==> config.mk <==
export PLATFORM = sky130hd
export DESIGN_NAME = overlap_add
export DESIGN_NICKNAME = d
export VERILOG_FILES = /design/src/rtl/overlap_add_pkg.sv /design/src/rtl/overlap_add_tail_buf.sv /design/src/rtl/overlap_add.sv
export SDC_FILE = /design/constraint.sdc
export NUM_CORES = 1
export LEC_CHECK = 0
export BUFFER_PORTS_ARGS = -buffer_cell sky130_fd_sc_hd__buf_2
export CAP_MARGIN = 20
export CORE_MARGIN = 4
export CORE_UTILIZATION = 55
export DETAILED_ROUTE_END_ITERATION = 10
export PLACE_DENSITY = 0.75
export SYNTH_ARGS = -nofsm -noshare
export SYNTH_HDL_FRONTEND = slang
export SYNTH_SLANG_ARGS = --single-unit
==> constraint.sdc <==
create_clock -name clk -period 5.5 [get_ports clk]
set_clock_uncertainty 0.15 [all_clocks]
set_input_delay 0.55 -clock clk [delete_from_list [all_inputs] [get_ports clk]]
set_output_delay 0.55 -clock clk [all_outputs]
set_load 0.03 [all_outputs]
==> src/rtl/overlap_add_pkg.sv <==
// Shared types and helpers for the overlap-add reconstruction block:
// FSM state encoding, index sizing, framing legality and the saturating adder.
package overlap_add_pkg;

  localparam int DATA_W_DEF = 16;

  typedef enum logic {
    RUN   = 1'b0,
    FLUSH = 1'b1
  } state_e;

  // Index width that never collapses to zero bits (1- and 0-entry arrays still get a 1-bit index).
  function automatic int idx_w(input int n);
    return (n > 1) ? $clog2(n) : 1;
  endfunction

  // HOP >= OV guarantees every tail slot is read before it is rewritten in place.
  function automatic bit hop_legal(input int frameLen, input int hop);
    return (hop >= 1) && (hop <= frameLen) && (2 * hop >= frameLen);
  endfunction

  // Operands arrive sign-extended; the result is clamped to a w-bit signed range.
  function automatic logic signed [31:0] sat_add(input logic signed [31:0] a,
                                                 input logic signed [31:0] b,
                                                 input int w);
    longint sum;
    longint hi;
    longint lo;
    sum = longint'(a) + longint'(b);
    hi  = (longint'(1) <<< (w - 1)) - 1;
    lo  = -(longint'(1) <<< (w - 1));
    if (sum > hi) return 32'(hi);
    if (sum < lo) return 32'(lo);
    return 32'(sum);
  endfunction

endpackage

==> src/rtl/overlap_add_tail_buf.sv <==
// Retained tail of the previous frame: OV samples with one combinational read port,
// one write port and a per-entry clear used while draining.
module overlap_add_tail_buf
  import overlap_add_pkg::*;
#(
  parameter int DATA_W = DATA_W_DEF,
  parameter int OV     = 4,
  parameter int TW     = 2
) (
  input  logic                     clk,
  input  logic                     reset,
  input  logic [TW-1:0]            rd_idx_i,
  output logic signed [DATA_W-1:0] rd_data_o,
  input  logic                     wr_en_i,
  input  logic [TW-1:0]            wr_idx_i,
  input  logic signed [DATA_W-1:0] wr_data_i,
  input  logic                     clr_en_i,
  input  logic [TW-1:0]            clr_idx_i
);

  if (OV > 0) begin : g_buf
    logic signed [DATA_W-1:0] mem_q [OV];

    always_ff @(posedge clk) begin
      if (!reset) begin
        for (int i = 0; i < OV; i++) mem_q[i] <= '0;
      end else begin
        if (wr_en_i)  mem_q[wr_idx_i]  <= wr_data_i;
        if (clr_en_i) mem_q[clr_idx_i] <= '0;
      end
    end

    assign rd_data_o = mem_q[rd_idx_i];
  end else begin : g_none
    logic unusedInputs;
    assign unusedInputs = ^{clk, reset, rd_idx_i, wr_en_i, wr_idx_i, wr_data_i, clr_en_i, clr_idx_i};
    assign rd_data_o    = '0;
  end

endmodule

==> src/rtl/overlap_add.sv <==
// Overlap-add synthesis: folds each frame's head onto the stored tail of the previous
// frame, emits HOP samples per frame through an output register, and drains the tail on flush.
module overlap_add
  import overlap_add_pkg::*;
#(
  parameter int DATA_W    = DATA_W_DEF,
  parameter int FRAME_LEN = 8,
  parameter int HOP       = 4
) (
  input  logic                     clk,
  input  logic                     reset,
  input  logic signed [DATA_W-1:0] in_pcmSample,
  input  logic                     in_valid,
  output logic                     in_ready,
  input  logic                     in_flush,
  output logic signed [DATA_W-1:0] out_pcmSample,
  output logic                     out_valid,
  input  logic                     out_ready,
  output logic                     flush_done
);

  localparam int OV = FRAME_LEN - HOP;
  localparam int IW = idx_w(FRAME_LEN);
  localparam int TW = idx_w(OV);
  localparam int LW = IW + 1;
  localparam logic [IW:0] OV_C        = LW'(OV);
  localparam logic [IW:0] HOP_C       = LW'(HOP);
  localparam logic [IW:0] LAST_C      = LW'(FRAME_LEN - 1);
  localparam logic [IW:0] TAIL_LAST_C = LW'((OV > 0) ? OV - 1 : 0);

  if (!hop_legal(FRAME_LEN, HOP)) begin : g_bad_hop
    $error("overlap_add: HOP must satisfy FRAME_LEN/2 <= HOP <= FRAME_LEN");
  end

  state_e                   state_q, state_d;
  logic [IW-1:0]            idx_q, idx_d;
  logic signed [DATA_W-1:0] outData_q, outData_d;
  logic                     outValid_q, outValid_d;
  logic                     flushDone_q, flushDone_d;

  logic                     outFree, flushReq, accept;
  logic                     idxLast, inOverlap, inHop, tailLast;
  logic                     tailWr, tailClr;
  logic signed [DATA_W-1:0] tailRd;

  assign outFree   = !outValid_q || out_ready;
  assign flushReq  = in_flush && (idx_q == '0);
  assign in_ready  = reset && (state_q == RUN) && outFree && !flushReq;
  assign accept    = in_valid && in_ready;
  assign idxLast   = ({1'b0, idx_q} == LAST_C);
  assign inOverlap = ({1'b0, idx_q} < OV_C);
  assign inHop     = ({1'b0, idx_q} < HOP_C);
  assign tailLast  = ({1'b0, idx_q} == TAIL_LAST_C);

  // idx doubles as the drain pointer in FLUSH; it is 0 on entry and returns to 0 on exit.
  overlap_add_tail_buf #(
    .DATA_W (DATA_W),
    .OV     (OV),
    .TW     (TW)
  ) u_tail (
    .clk       (clk),
    .reset     (reset),
    .rd_idx_i  (TW'(idx_q)),
    .rd_data_o (tailRd),
    .wr_en_i   (tailWr),
    .wr_idx_i  (TW'(idx_q - IW'(HOP))),
    .wr_data_i (in_pcmSample),
    .clr_en_i  (tailClr),
    .clr_idx_i (TW'(idx_q))
  );

  always_comb begin
    state_d     = state_q;
    idx_d       = idx_q;
    outData_d   = outData_q;
    outValid_d  = outValid_q && !out_ready;
    flushDone_d = 1'b0;
    tailWr      = 1'b0;
    tailClr     = 1'b0;
    case (state_q)
      RUN: begin
        if (flushReq) begin
          state_d = FLUSH;
        end else if (accept) begin
          idx_d = idxLast ? '0 : idx_q + 1'b1;
          if (inOverlap) begin
            outData_d  = DATA_W'(sat_add(32'(tailRd), 32'(in_pcmSample), DATA_W));
            outValid_d = 1'b1;
          end else if (inHop) begin
            outData_d  = in_pcmSample;
            outValid_d = 1'b1;
          end else begin
            tailWr = 1'b1;
          end
        end
      end
      FLUSH: begin
        if (OV == 0) begin
          state_d     = RUN;
          flushDone_d = 1'b1;
        end else if (outFree) begin
          outData_d  = tailRd;
          outValid_d = 1'b1;
          tailClr    = 1'b1;
          if (tailLast) begin
            idx_d       = '0;
            state_d     = RUN;
            flushDone_d = 1'b1;
          end else begin
            idx_d = idx_q + 1'b1;
          end
        end
      end
      default: state_d = RUN;
    endcase
  end

  always_ff @(posedge clk) begin
    if (!reset) begin
      state_q     <= RUN;
      idx_q       <= '0;
      outData_q   <= '0;
      outValid_q  <= 1'b0;
      flushDone_q <= 1'b0;
    end else begin
      state_q     <= state_d;
      idx_q       <= idx_d;
      outData_q   <= outData_d;
      outValid_q  <= outValid_d;
      flushDone_q <= flushDone_d;
    end
  end

  assign out_pcmSample = outData_q;
  assign out_valid     = outValid_q;
  assign flush_done    = flushDone_q;

endmodule

; Word level (Yosys, flattened, before mapping)
; Memory sizes are Yosys's and may differ from the RTL's. A register that Yosys moved wholly into a read port is not among the register bits.
; Index checks and enable logic that the tools add are counted.
[totals]
reg_bits = 22
latchBits = 0
ram_bits = 64
romBits = 0
in_bits = 21
out_inout_bits = 19
wordCells = 92
memories = 1
[classes]
n_addsub = 3
n_mul = 0
div_mod_pow = 0
order_cmp = 3
n_eq_ne = 6
shift = 0
muxes = 57
n_bitwise = 1
n_reduce_logical = 16
[mem_list]
columns = name, depth, width, rd, rd_ports_with_merged_regs, wr, line_no
row1 = u_tail.g_buf.mem_q, 4, 16, 1, 1, 4, overlap_add_tail_buf.sv:22  ; logic signed [DATA_W-1:0] mem_q [OV];
[ops]
columns = op, n
row1 = 16-bit two-way mux, 10
row2 = 1-bit two-way mux, 34
row3 = 16-bit one-hot mux with 2 select lines, 1
row4 = 16-bit OR reduction, 2
row5 = 16-bit by 16-bit adder with 17-bit output, 1
row6 = "17-bit by 16-bit greater-than comparator with 1-bit output, second input constant", 1
row7 = "17-bit by 16-bit less-than comparator with 1-bit output, second input constant", 1
row8 = 3-bit two-way mux, 5
row9 = 2-bit two-way mux, 4
row10 = 1-bit logical AND, 6
row11 = "2-bit != test, second input constant", 3
row12 = 3-bit one-hot mux with 2 select lines, 1
row13 = 3-bit AND reduction, 2
row14 = 1-bit one-hot mux with 2 select lines, 2
row15 = 4-bit AND reduction, 1
row16 = "3-bit by 1-bit adder with 3-bit output, second input constant", 1
row17 = "3-bit by 2-bit == test with 1-bit output, second input constant", 1
row18 = "3-bit == test, second input constant", 1
row19 = 1-bit logical NOT, 3
row20 = 3-bit logical NOT, 1
row21 = "3-bit less-than comparator, second input constant", 1
row22 = "2-bit by 1-bit != test with 1-bit output, second input constant", 1
row23 = "2-bit by 1-bit subtractor with 2-bit output, second input constant", 1
row24 = 1-bit logical OR, 1
row25 = 1-bit NOT, 1

; Longest topological paths before layout
; Gate-level depths: netlist of the first run.
[logic_depth]
depth_word = 19
ltp_mapped = 14

; Modules after synthesis
; Synthesis of the first run repeated with hierarchy kept, for this count alone.
[unflattened]
cells_unflattened = 552
hier_area_um2 = 5054.8
[by_module_without_submodules]
columns = module, instances, cells_per_inst, area_each_um2, seq_area_each_um2
row1 = overlap_add_tail_buf, 1, 301, 2950.3, 1281.2
row2 = overlap_add, 1, 251, 2104.5, 440.4

; Worst setup path after synthesis of the first run
; OpenSTA, ideal clock, no wires.
[synth_path]
path_kind = reg-to-reg
start = register (tool-made name)
end = register outData_q[10], in the netlist out_pcmSample[10]
setup_time_ns = 0.132
arrival_ns = 3.690
required_ns = 5.218
setup_slack_ns = 1.528
path_stages_with_launch = 15
n_path_buf = 3
path_cell_list = dfxtp_1 > clkbuf_1 > buf_2 > mux4_2 > ha_1 > fa_1 > a211oi_1 > o21ai_0 > nand2_1 > o31ai_1 > o22ai_1 > nand3_2 > buf_4 > a211oi_1 > nor3_1
[synth_lines]
columns = item, line_no
row1 = "end signal, assigned", overlap_add.sv:128  ; outData_q <= outData_d;
row2 = "end, declared", overlap_add.sv:37  ; logic signed [DATA_W-1:0] outData_q, outData_d;

==> results of run 1 <==
## power breakdown
| part | internal (W) | total, W | switching (W) | leakage, nW |
|---|---|---|---|---|
| sequential | 0.000807 | 0.000876 | 0.0000688 | 0.864 |
| clock | 0.000250 | 0.000467 | 0.000217 | 0.101 |
| combinational | 0.000335 | 0.000858 | 0.000522 | 1.09 |
| total | 0.00139 | 0.00220 | 0.000808 | 2.05 |
## cell type report
| cell class | count | area, um^2 |
|---|---|---|
| inverters | 9 | 33.8 |
| repair buffers | 47 | 259 |
| well taps | 105 | 131 |
| clock buffers | 10 | 128 |
| clock inverters | 5 | 72.6 |
| fillers | 660 | 3040 |
| flip-flops and latches | 88 | 2400 |
| multi-input cells | 283 | 2190 |
## critical path: cells and delay by family (launching register included)
kind	cells	cell delay (ps)
compound gates	5	1380
flops	1	590
mux	1	550
simple gates	3	550
fa+ha+maj	1	370
buf+inv	1	320
## layer usage
| metal | wire length, um | track usage [%] | up-vias |
|---|---|---|---|
| li1 | - | - | 1571 |
| met2 | 4730 | 34.1 | 114 |
| met1 | 4660 | 31.6 | 1541 |
| met4 | 183 | 9.02 | 0 |
| met3 | 805 | 3.46 | 17 |
| met5 | 0 | 0 | - |
## logic make-up (layout without fill, tap and decap cells)
| family | count (synthesis) | count (layout) | share of synthesized area, % |
|---|---|---|---|
| AND/OR/NAND/NOR | 133 | 133 | 15.8 |
| AO/OA/AOI/OAI | 98 | 98 | 13.9 |
| flip-flops | 88 | 88 | 51.1 |
| buffers and inverters | 30 | 71 | 2.87 |
| adder cells (fa/ha/maj) | 22 | 22 | 6.01 |
| multiplexers | 18 | 18 | 8.12 |
| XOR/XNOR | 12 | 12 | 2.24 |
## metrics by stage
stage,utilization [%],std cells,area [um^2],setup slack [ps]
2_1_floorplan,-,401,4700,1530
3_3_place_gp,60.5,530,5000,1600
3_5_place_dp,60.5,530,5000,1470
4_1_cts,62.9,545,5200,1410
5_1_grt,63.2,547,5220,1060
6_report,63.2,547,5220,1450
## state kept, by name, summed over array words and instances (netlist names), named ones only
signal              count
idx_q                   3
out_pcmSample          16
state_q                 1
u_tail.g_buf.mem_q     64
out_valid               1
flush_done              1
## path summary, 6_finish.rpt
check                         start           endpoint  slack (ps)  cells after the start
hold reg to reg   out_pcmSample[15]  out_pcmSample[15]         350                      2
hold / removal    out_pcmSample[15]  out_pcmSample[15]         350                      2
setup reg to reg           register  out_pcmSample[10]        1450                     11
setup / recovery           register  out_pcmSample[10]        1450                     11
## layout by cell type (no fill, tap or decap), types with 7 or more instances in the layout
cell type / Yosys / routed
buf_2: 1 / 39
a21oi_1: 25 / 25
clkbuf_8: 1 / 9
inv_1: 9 / 9
o21ai_0: 18 / 17
nor2_1: 18 / 18
dfxtp_1: 24 / 24
mux4_2: 16 / 16
a211oi_1: 7 / 7
or3_1: 7 / 7
buf_4: 1 / 7
and2_1: 65 / 65
o211ai_1: 8 / 8
xnor2_1: 9 / 9
nand2_1: 17 / 17
ha_1: 21 / 21
edfxtp_1: 64 / 64
## cells in the mapped netlist, types with 2 or more instances
cell,instances
a211o_1,3
nand4_1,3
nor2_1,18
o21bai_1,3
xor2_1,3
dfxtp_1,24
nor2b_1,2
clkbuf_1,17
and2_1,65
o22ai_1,2
a41oi_1,2
or3_1,7
and3_1,3
inv_1,9
edfxtp_1,64
o21ai_0,18
xnor2_1,9
a21oi_1,25
a2111oi_0,3
o21a_1,5
a31oi_1,5
o31ai_1,5
ha_1,21
o211ai_1,8
nor3_1,6
a21o_1,5
nand3_1,5
nand2_1,17
a211oi_1,7
mux4_2,16
==> key figures, run 1 <==
Global route
  • Largest net degree at the start of global routing: 23
  • First-pass GRT wire length: approximately 17000 um
  • Vias in the first global route: ~3200
  • Initial antenna violation count: 0
  • Grt total ovfl: 0
  • Gr usage total: between 20 and 25%

Timing
  • Worst Tran Pin Value: roughly 1100 ps
  • Maximum operating frequency: about 0.25 GHz
  • RSZ-0062 raised after global routing: false
  • Crit share post-route: around 74%
  • Slew HR: 26.3%
  • # setup viols final: 0
  • Max Slew Vio Count: 0
  • Setup_tns: 0 ps
  • Final hold violation count: 0
  • Fin crit period: roughly 4000 ps
  • Hold Slack: roughly 350 ps

Pwr
  • Total power: approximately 0.0022 W
  • Leak pwr: about 2 nW
  • Pwr dens: about 420 nW/um^2
  • Max IR drop VDD: about 0.14 mV

Die
  • Die width: 100 um
  • Die H: between 100 and 150 um
  • Die area: ~10000 um^2
  • Row Count: 33
  • Initial Util: approximately 57%
  • Top Ports: 40
  • Core footprint: slightly above 8000 um^2

Synth
  • Post-synth ARST share: 0%
  • Mean Syn Cell Area: 11.7 um^2
  • Post-synth cell types: 51
  • Cell taking the most area after synthesis: edfxtp_1
  • Synth warnings: 0
  • Post-synthesis cell area: 4700 um^2
  • Sequential fraction of the synthesis area: 51.1%
  • Main synth FF type: edfxtp_1
  • Most area-consuming cells after synthesis: edfxtp_1 (41%), dfxtp_1 (10%), and2_1 (8.6%)
  • Post-synth top area share: roughly two fifths
  • Number of synthesized flops with an enable pin: 64
  • Mapped Cells: between 400 and 500
  • Seq cells post-synth: 88
  • Syn nets: around 440

Clocking
  • CTS tree: yes
  • Clock transition at path regs: 80 ps
  • CTS sink count: 88
  • Post-CTS Setup Bufs: 0
  • Post-cts resize count: 0
  • CTS root buf: clkbuf_8
  • Hold_buf cts: 0
  • Clk_lat worst skew: approximately 350 ps
  • CTS Buf Count: 9
  • H-Tree Depth: 3
  • Maximum clock insertion buffer count: 2

Worst setup path
  • Crit-path max cell delay: 590 ps
  • Worst endpoint required time: approximately 5600 ps
  • Crit path launch type: register
  • Crit-path slowest cell: dfxtp_1
  • CP Max Fanout: 14
  • Cell Chain, Critical Path: buf_4, mux4_2, ha_1, a2111oi_0, o21ai_0, nand2_1, o31ai_1, o22ai_1, nand3_2, a211oi_1, nor3_1
  • CP endpoint kind: register
  • Critical Path AT: roughly 4100 ps
  • Critical path class: reg2reg

Cells and area
  • Ant diodes: 0
  • Nets: between 400 and 500
  • Ratio of cells with drive above 1 in the final layout: roughly a fifth
  • Area Overhead vs Synth: 10.9%

Placed design
  • Hpwl dp: 7340 um
  • Port buffer count: 39
  • GPL Wtd Cong: between 0.9 and 1

Flow run
  • Max-cap violations: 0

Routing
  • DRC: 0
  • Final ANT Viol Nets: 0
  • Via/cell ratio: 5.93
  • Vias: between 3000 and 4000
  • Drt first-iter violations: roughly 250
  • Post-Route WL: roughly 10000 um
  • DR pass1 iterations: 5
  • Wirelength per Cell: ~19 um

Worst hold path
  • Hold WC Path Type: reg2reg

Run status
  • Status: completed
Note: power is estimated with default switching activity, not from simulation.
==> run 2: changes to the inputs <==
==> constraint.sdc (replaced) <==
create_clock -name clk -period 3.9 [get_ports clk]
set_clock_uncertainty 0.15 [all_clocks]
set_input_delay 0.39 -clock clk [delete_from_list [all_inputs] [get_ports clk]]
set_output_delay 0.39 -clock clk [all_outputs]
set_load 0.03 [all_outputs]
==> key figures, run 2 (same netlist as run 1, synthesis figures left out) <==
Timing
  • Fin crit period: 3640 ps (-413 ps)
  • Setup_tns: 0 ps (unchanged)
  • RSZ-0062 raised after global routing: false
  • # setup viols final: 0 (unchanged)
  • Final hold violation count: 0 (unchanged)
  • Worst Tran Pin Value: 735 ps (-365 ps)
  • Crit share post-route: 93.3% (+20 points)
  • Maximum operating frequency: 0.275 GHz (+11%)
  • Post-route worst setup slack: 262 ps (-1190 ps)
  • Hold Slack: 221 ps (-125 ps)
  • Slew HR: 50.9% (+25 points)
  • Max Slew Vio Count: 0 (unchanged)

Global route
  • Vias in the first global route: 3331 (+3.6%)
  • Largest net degree at the start of global routing: 23 (unchanged)
  • First-pass GRT wire length: 17700 um (+2.5%)
  • Grt total ovfl: 0 (unchanged)
  • Gr usage total: 22.9% (+0.76 points)
  • Initial antenna violation count: 0 (unchanged)

Placed design
  • Placed inst area: 5050 um^2 (+1.1%)
  • Pre-CTS setup slack: 275 ps (-1190 ps)
  • Port buffer count: 39 (unchanged)
  • GPL Wtd Cong: 0.897 (-7.3%)
  • Hpwl dp: 7710 um (+5.0%)

Worst hold path
  • Hold WC Path Type: in2reg

Routing
  • Wirelength per Cell: 19.5 um (+3.0%)
  • Post-Route WL: 10800 um (+4.1%)
  • Via/cell ratio: 6.11 (+3.0%)
  • Final ANT Viol Nets: 0 (unchanged)
  • DR pass1 iterations: 5 (unchanged)
  • DRC: 0 (unchanged)
  • Drt first-iter violations: 212 (-17%)
  • Vias: 3377 (+4.1%)

Clocking
  • Clock transition at path regs: 80 ps (about the same)
  • Post-cts resize count: 0 (unchanged)
  • CTS Buf Count: 9 (unchanged)
  • Maximum clock insertion buffer count: 2 (unchanged)
  • Clk_lat worst skew: 360 ps (about the same)
  • CTS tree: yes
  • H-Tree Depth: 3 (unchanged)
  • CTS root buf: clkbuf_8
  • CTS sink count: 88 (unchanged)
  • Hold_buf cts: 0 (unchanged)
  • Post-CTS Setup Bufs: 0 (unchanged)

Worst setup path
  • CP Max Fanout: 14 (unchanged)
  • Critical path class: reg2reg
  • FF-to-FF End: out_pcmSample[14]
  • Worst endpoint required time: 4030 ps (-1540 ps)
  • Critical Path AT: 3770 ps (-360 ps)
  • FF-to-FF setup slack: 260 ps (-1190 ps)
  • Crit path launch type: register
  • Reg2reg path depth: 11 (unchanged)
  • CP endpoint kind: register
  • Crit path to: out_pcmSample[14]

Pwr
  • Pwr dens: 590 nW/um^2 (+40%)
  • Leak pwr: 2.06 nW (+0.53%)
  • Max IR drop VDD: 0.261 mV (+82%)

Die
  • Row Count: 33 (unchanged)
  • Core footprint: 8260 um^2 (unchanged)
  • Top Ports: 40 (unchanged)
  • Die width: 100 um (unchanged)
  • Die H: 100 um (unchanged)
  • Die area: 10100 um^2 (unchanged)
  • Initial Util: 56.9% (unchanged)

Run status
  • Status: completed

Cells and area
  • Post-layout instance area: 5230 um^2 (+0.34%)
  • Fillers: 667 (+1.1%)
  • Nets: 486 (+1.0%)
  • Area Overhead vs Synth: 11.3%
  • Register area: 2400 um^2 (unchanged)
  • Ant diodes: 0 (unchanged)
  • Area of the multi-input gates: 2180 um^2 (-0.46%)
  • Register bank with the most flops: u_tail.g_buf.mem_q
  • Max reg flops: 64 (unchanged)
  • Commonest cells after routing, fill and taps aside: and2_1 (65), edfxtp_1 (64), buf_2 (39)
  • Commonest non-fill, non-tap cell in the layout: and2_1
  • Ratio of cells with drive above 1 in the final layout: 20.1% (+0.41 points)

Flow run
  • Max-cap violations: 0 (unchanged)
==> run 2: worst max-delay path, cell delays in order, from the launching register on <==
cell and delay (ps):
dfxtp_1 380, buf_12 190, mux4_2 570, ha_1 320, a211o_1 300, a221oi_1 380, a21o_1 200, a211o_1 150
nand3_1 180, a21oi_4 360, o211ai_1 200, a31oi_1 190
==> run 2: how the worst min path moves through the flow <==
stage / to / slack [ps] / cells past startpoint / start
4_1_cts: u_tail.g_buf.mem_q[1][13] / 210 / 2 / in_pcmSample[13]
3_3_place_gp: out_pcmSample[15] / 320 / 2 / out_pcmSample[15]
3_5_place_dp: out_pcmSample[15] / 360 / 2 / out_pcmSample[15]
5_1_grt: u_tail.g_buf.mem_q[1][13] / 210 / 2 / in_pcmSample[13]
6_report: u_tail.g_buf.mem_q[1][13] / 220 / 2 / in_pcmSample[13]
2_1_floorplan: out_valid / 340 / 2 / state_q
==> run 2: metrics by stage <==
stage,total power [W],utilization (%),std cells
detailed placement,0.00249,61.2,537
finish,0.00309,63.4,553
floorplan,0.00217,-,401
CTS,0.00309,63.4,553
global placement,0.00246,61.2,537
global route,0.00327,63.4,553
==> run 2: power by group <==
group	total, W	internal [W]	leakage, nW	switching, W
logic	0.00127	0.000496	1.11	0.000777
registers	0.00122	0.00114	0.864	0.0000780
clock network	0.000599	0.000294	0.0880	0.000305
==> run 2: cell type report <==
| class | instances | area share, % |
|---|---|---|
| well taps | 105 | 2.51 |
| flip-flops and latches | 88 | 45.9 |
| clock buffers | 12 | 2.58 |
| clock inverters | 4 | 0.885 |
| repair buffers | 52 | 5.83 |
| multi-input cells | 283 | 41.6 |
| inverters | 9 | 0.645 |
==> run 2: per-layer routing <==
metal / global-route usage [%] / share of wire (%) / up-vias
met4: 8.29 / 2.8 / 0
met5: 0 / 0 / -
li1: - / - / 1589
met2: 36.0 / 47 / 123
met1: 32.3 / 45 / 1645
met3: 4.08 / 6.0 / 20
==> run 3: changes to the inputs <==
--- a/config.mk
+++ b/config.mk
@@ -5,6 +5,7 @@
 export SDC_FILE = /design/constraint.sdc
 export NUM_CORES = 1
 export LEC_CHECK = 0
+export ABC_AREA = 1
 export BUFFER_PORTS_ARGS = -buffer_cell sky130_fd_sc_hd__buf_2
 export CAP_MARGIN = 20
 export CORE_MARGIN = 4
@@ -13,4 +14,5 @@
 export PLACE_DENSITY = 0.75
 export SYNTH_ARGS = -nofsm -noshare
 export SYNTH_HDL_FRONTEND = slang
+export SYNTH_HIERARCHICAL = 1
 export SYNTH_SLANG_ARGS = --single-unit
==> key figures, run 3 <==
Global route
  • First-pass GRT wire length: 24600 um (+39%)
  • Vias in the first global route: 4957 (+49%)
  • Largest net degree at the start of global routing: 70 (+200%)
  • Initial antenna violation count: 0 (unchanged)
  • Gr usage total: 27.2% (+4.3 points)
  • Grt total ovfl: 0 (unchanged)

Clocking
  • Maximum clock insertion buffer count: 2 (unchanged)
  • CTS root buf: clkbuf_8
  • Hold_buf cts: 0 (unchanged)
  • Clock transition at path regs: 100 ps (+20 ps)
  • Post-CTS Setup Bufs: 0 (unchanged)
  • CTS tree: yes
  • CTS Buf Count: 9 (unchanged)
  • Post-cts resize count: 0 (unchanged)
  • Clk_lat worst skew: 370 ps (about the same)
  • H-Tree Depth: 3 (unchanged)
  • CTS sink count: 86 (-2.3%)

Worst setup path
  • Cell Chain, Critical Path: buf_12, o21ai_0, o22ai_1, ha_1, nand2_1, inv_1, nand2_1, nand2_1, a21oi_1, nand2_1, nand2_1, nand2_1, a21oi_2, nand2_1, nand2_1, a21oi_2
  • Crit path launch type: register
  • Critical path class: reg2reg
  • Crit. path cell count: 16 (+5)
  • WP buf/inv: 2 (+1)
  • Origin of the critical flop-to-flop path: idx_q[0]
  • Reg2reg path depth: 16 (+5)
  • FF-to-FF End: out_pcmSample[4]
  • Crit-path slowest cell: dfxtp_2
  • FF-to-FF setup slack: 460 ps (+200 ps)
  • Critical path's most frequent cell: nand2_1
  • Critical Path AT: 3520 ps (-250 ps)
  • CP endpoint kind: register
  • Worst endpoint required time: 3980 ps (-50 ps)
  • CP Max Fanout: 46 (+32)
  • Crit-path max cell delay: 500 ps (-70 ps)
  • Top Family by Delay on Critical Path: compound AO/OA/AOI/OAI gates

Die
  • Core footprint: 8890 um^2 (+7.7%)
  • Die width: 105 um (+4.1%)
  • Die H: 105 um (+4.1%)
  • Die area: 10900 um^2 (+8.3%)
  • Row Count: 34 (+3.0%)
  • Initial Util: 57.7% (+0.74 points)
  • Top Ports: 40 (unchanged)

Flow run
  • Max-cap violations: 0 (unchanged)

Run status
  • Status: completed

Synth
  • Syn nets: 785 (+77%)
  • Mean Syn Cell Area: 6.91 um^2 (-41%)
  • Main synth FF type: dfxtp_1
  • Cell taking the most area after synthesis: dfxtp_1
  • Most common library cells after synthesis: nand3_1 (143), nand2_1 (116), a21oi_1 (92)
  • Post-synth top area share: 33.6% (-7.3 points)
  • Mux contribution to synthesized area: 0% (-8.1 points)
  • Count leader, synth: nand3_1
  • Sequential fraction of the synthesis area: 33.6% (-18 points)
  • Post-synth cell types: 36 (-29%)
  • Largest family of logic cells by synthesized area: simple AND/OR/NAND/NOR gates
  • Seq cells post-synth: 86 (-2.3%)
  • Number of synthesized flops with an enable pin: 0 (-100%)
  • Synth warnings: 6 (+6)
  • Most area-consuming cells after synthesis: dfxtp_1 (34%), nand3_1 (14%), a21oi_1 (9.0%)
  • Synth Area in XOR/XNOR: 1.88% (-0.36 points)
  • Post-synth ARST share: 0% (unchanged)
  • Adder-cell share of the synthesized area: 5.51% (-0.50 points)
  • Synth Area in Simple Gates: 33.4% (+18 points)
  • Mapped Cells: 742 (+85%)
  • Post-synthesis compound-gate area fraction: 17.2% (+3.4 points)
  • Post-synthesis cell area: 5130 um^2 (+9.1%)

Routing
  • DR pass1 iterations: 6 (+1)
  • Via/cell ratio: 5.96 (-2.3%)
  • Vias: 5201 (+54%)
  • Final ANT Viol Nets: 0 (unchanged)
  • DRC: 0 (unchanged)
  • Drt first-iter violations: 520 (+150%)
  • Post-Route WL: 14900 um (+38%)
  • Wirelength per Cell: 17.1 um (-12%)

Timing
  • Slew HR: 47.1% (-3.7 points)
  • Crit share post-route: 88.2% (-5.0 points)
  • Maximum operating frequency: 0.291 GHz (+5.7%)
  • # setup viols final: 0 (unchanged)
  • Setup_tns: 0 ps (unchanged)
  • Worst Tran Pin Value: 790 ps (+55.0 ps)
  • Final hold violation count: 0 (unchanged)
  • Fin crit period: 3440 ps (-197 ps)
  • RSZ-0062 raised after global routing: false
  • Hold Slack: 194 ps (-26.9 ps)
  • Max Slew Vio Count: 0 (unchanged)

Placed design
  • Port buffer count: 39 (unchanged)
  • Hpwl dp: 10300 um (+34%)
  • GPL Wtd Cong: 1.02 (+13%)

Cells and area
  • Register bank with the most flops: u_tail/g_buf.mem_q
  • Area Overhead vs Synth: 7.54%
  • Ratio of cells with drive above 1 in the final layout: 15.3% (-4.8 points)
  • Commonest cells after routing, fill and taps aside: nand3_1 (143), nand2_1 (116), a21oi_1 (92)
  • Max reg flops: 64 (unchanged)
  • Ant diodes: 0 (unchanged)
  • Nets: 802 (+65%)
  • Commonest non-fill, non-tap cell in the layout: nand3_1

Worst hold path
  • HP Start: in_pcmSample[9]
  • Hold Path Sink: u_tail/g_buf.mem_q[2][9]
  • Hold Crit Depth: 3 (+1)
  • Hold WC Path Type: in2reg

Pwr
  • Pwr dens: 798 nW/um^2 (+35%)
  • Max IR drop VDD: 0.324 mV (+24%)
  • Leak pwr: 2.42 nW (+17%)
## run 3: cell count changes in the layout (fill, tap and decap cells not counted), sizes merged, moves of 9 or more
cell    before  now
o211ai       9    0
nand2       18  133
and2        65    2
inv          9   53
dfxtp       24   86
nand3        6  143
o21ai       18   43
nor2        18   72
edfxtp      64    0
mux4        16    0
o22ai        2   16
a21oi       26  101
## run 3: worst max-delay path by stage
stage	from	endpoint	slack [ps]
6_report	idx_q[0]	out_pcmSample[4]	460
5_1_grt	idx_q[0]	out_pcmSample[4]	160
4_1_cts	idx_q[0]	out_pcmSample[4]	510
3_5_place_dp	idx_q[0]	out_pcmSample[4]	540
3_3_place_gp	idx_q[0]	out_pcmSample[4]	650
2_1_floorplan	idx_q[1]	out_pcmSample[4]	780
## run 3: report_power, final
group	switching (W)	internal (W)	leakage (nW)
Combinational	0.00181	0.000837	1.63
Clock	0.000354	0.000317	0.0993
Sequential	0.0000874	0.000994	0.696
## run 3: worst reg2reg max path, delay by kind of cell (launching register included)
family	cells	cell delay, ps
flops	1	500
simple gates	8	710
buf+inv	2	320
fa+ha+maj	1	380
compound gates	5	1230
## run 3: cell type report
class                      instances  area, um^2
clock buffer                      10         138
clock inverter                     6        67.6
fill                             847        3380
inverter                          51         194
multi-input combinational        562        2980
sequential                        86        1720
tap                              108         135
timing repair buffer              49         283
## run 3: routing by layer
layer | GRT usage, % | vias to the layer above | wire length [um]
met5 | 0 | - | 0
met4 | 6.46 | 0 | 222
met3 | 5.36 | 19 | 1180
met2 | 46.4 | 243 | 7080
met1 | 35.7 | 2394 | 6450
li1 | - | 2545 | -
## run 3: logic make-up after synthesis
kind of cell,after synthesis
flip-flops,86
AND/OR/NAND/NOR,365
adder cells (fa/ha/maj),22
buffers and inverters,94
AO/OA/AOI/OAI,164
XOR/XNOR,11
## run 3: through the flow
step / utilization, % / cells / setup WS (ps) / area [um^2] / power (W)
after floorplan: - / 742 / 779 / 5130 / 0.00317
after global placement: 59.7 / 856 / 652 / 5310 / 0.00367
after detailed placement: 59.7 / 856 / 540 / 5310 / 0.00371
after CTS: 62.0 / 872 / 506 / 5520 / 0.00439
after global routing: 62.0 / 872 / 160 / 5520 / 0.00478
final: 62.0 / 872 / 459 / 5520 / 0.00440
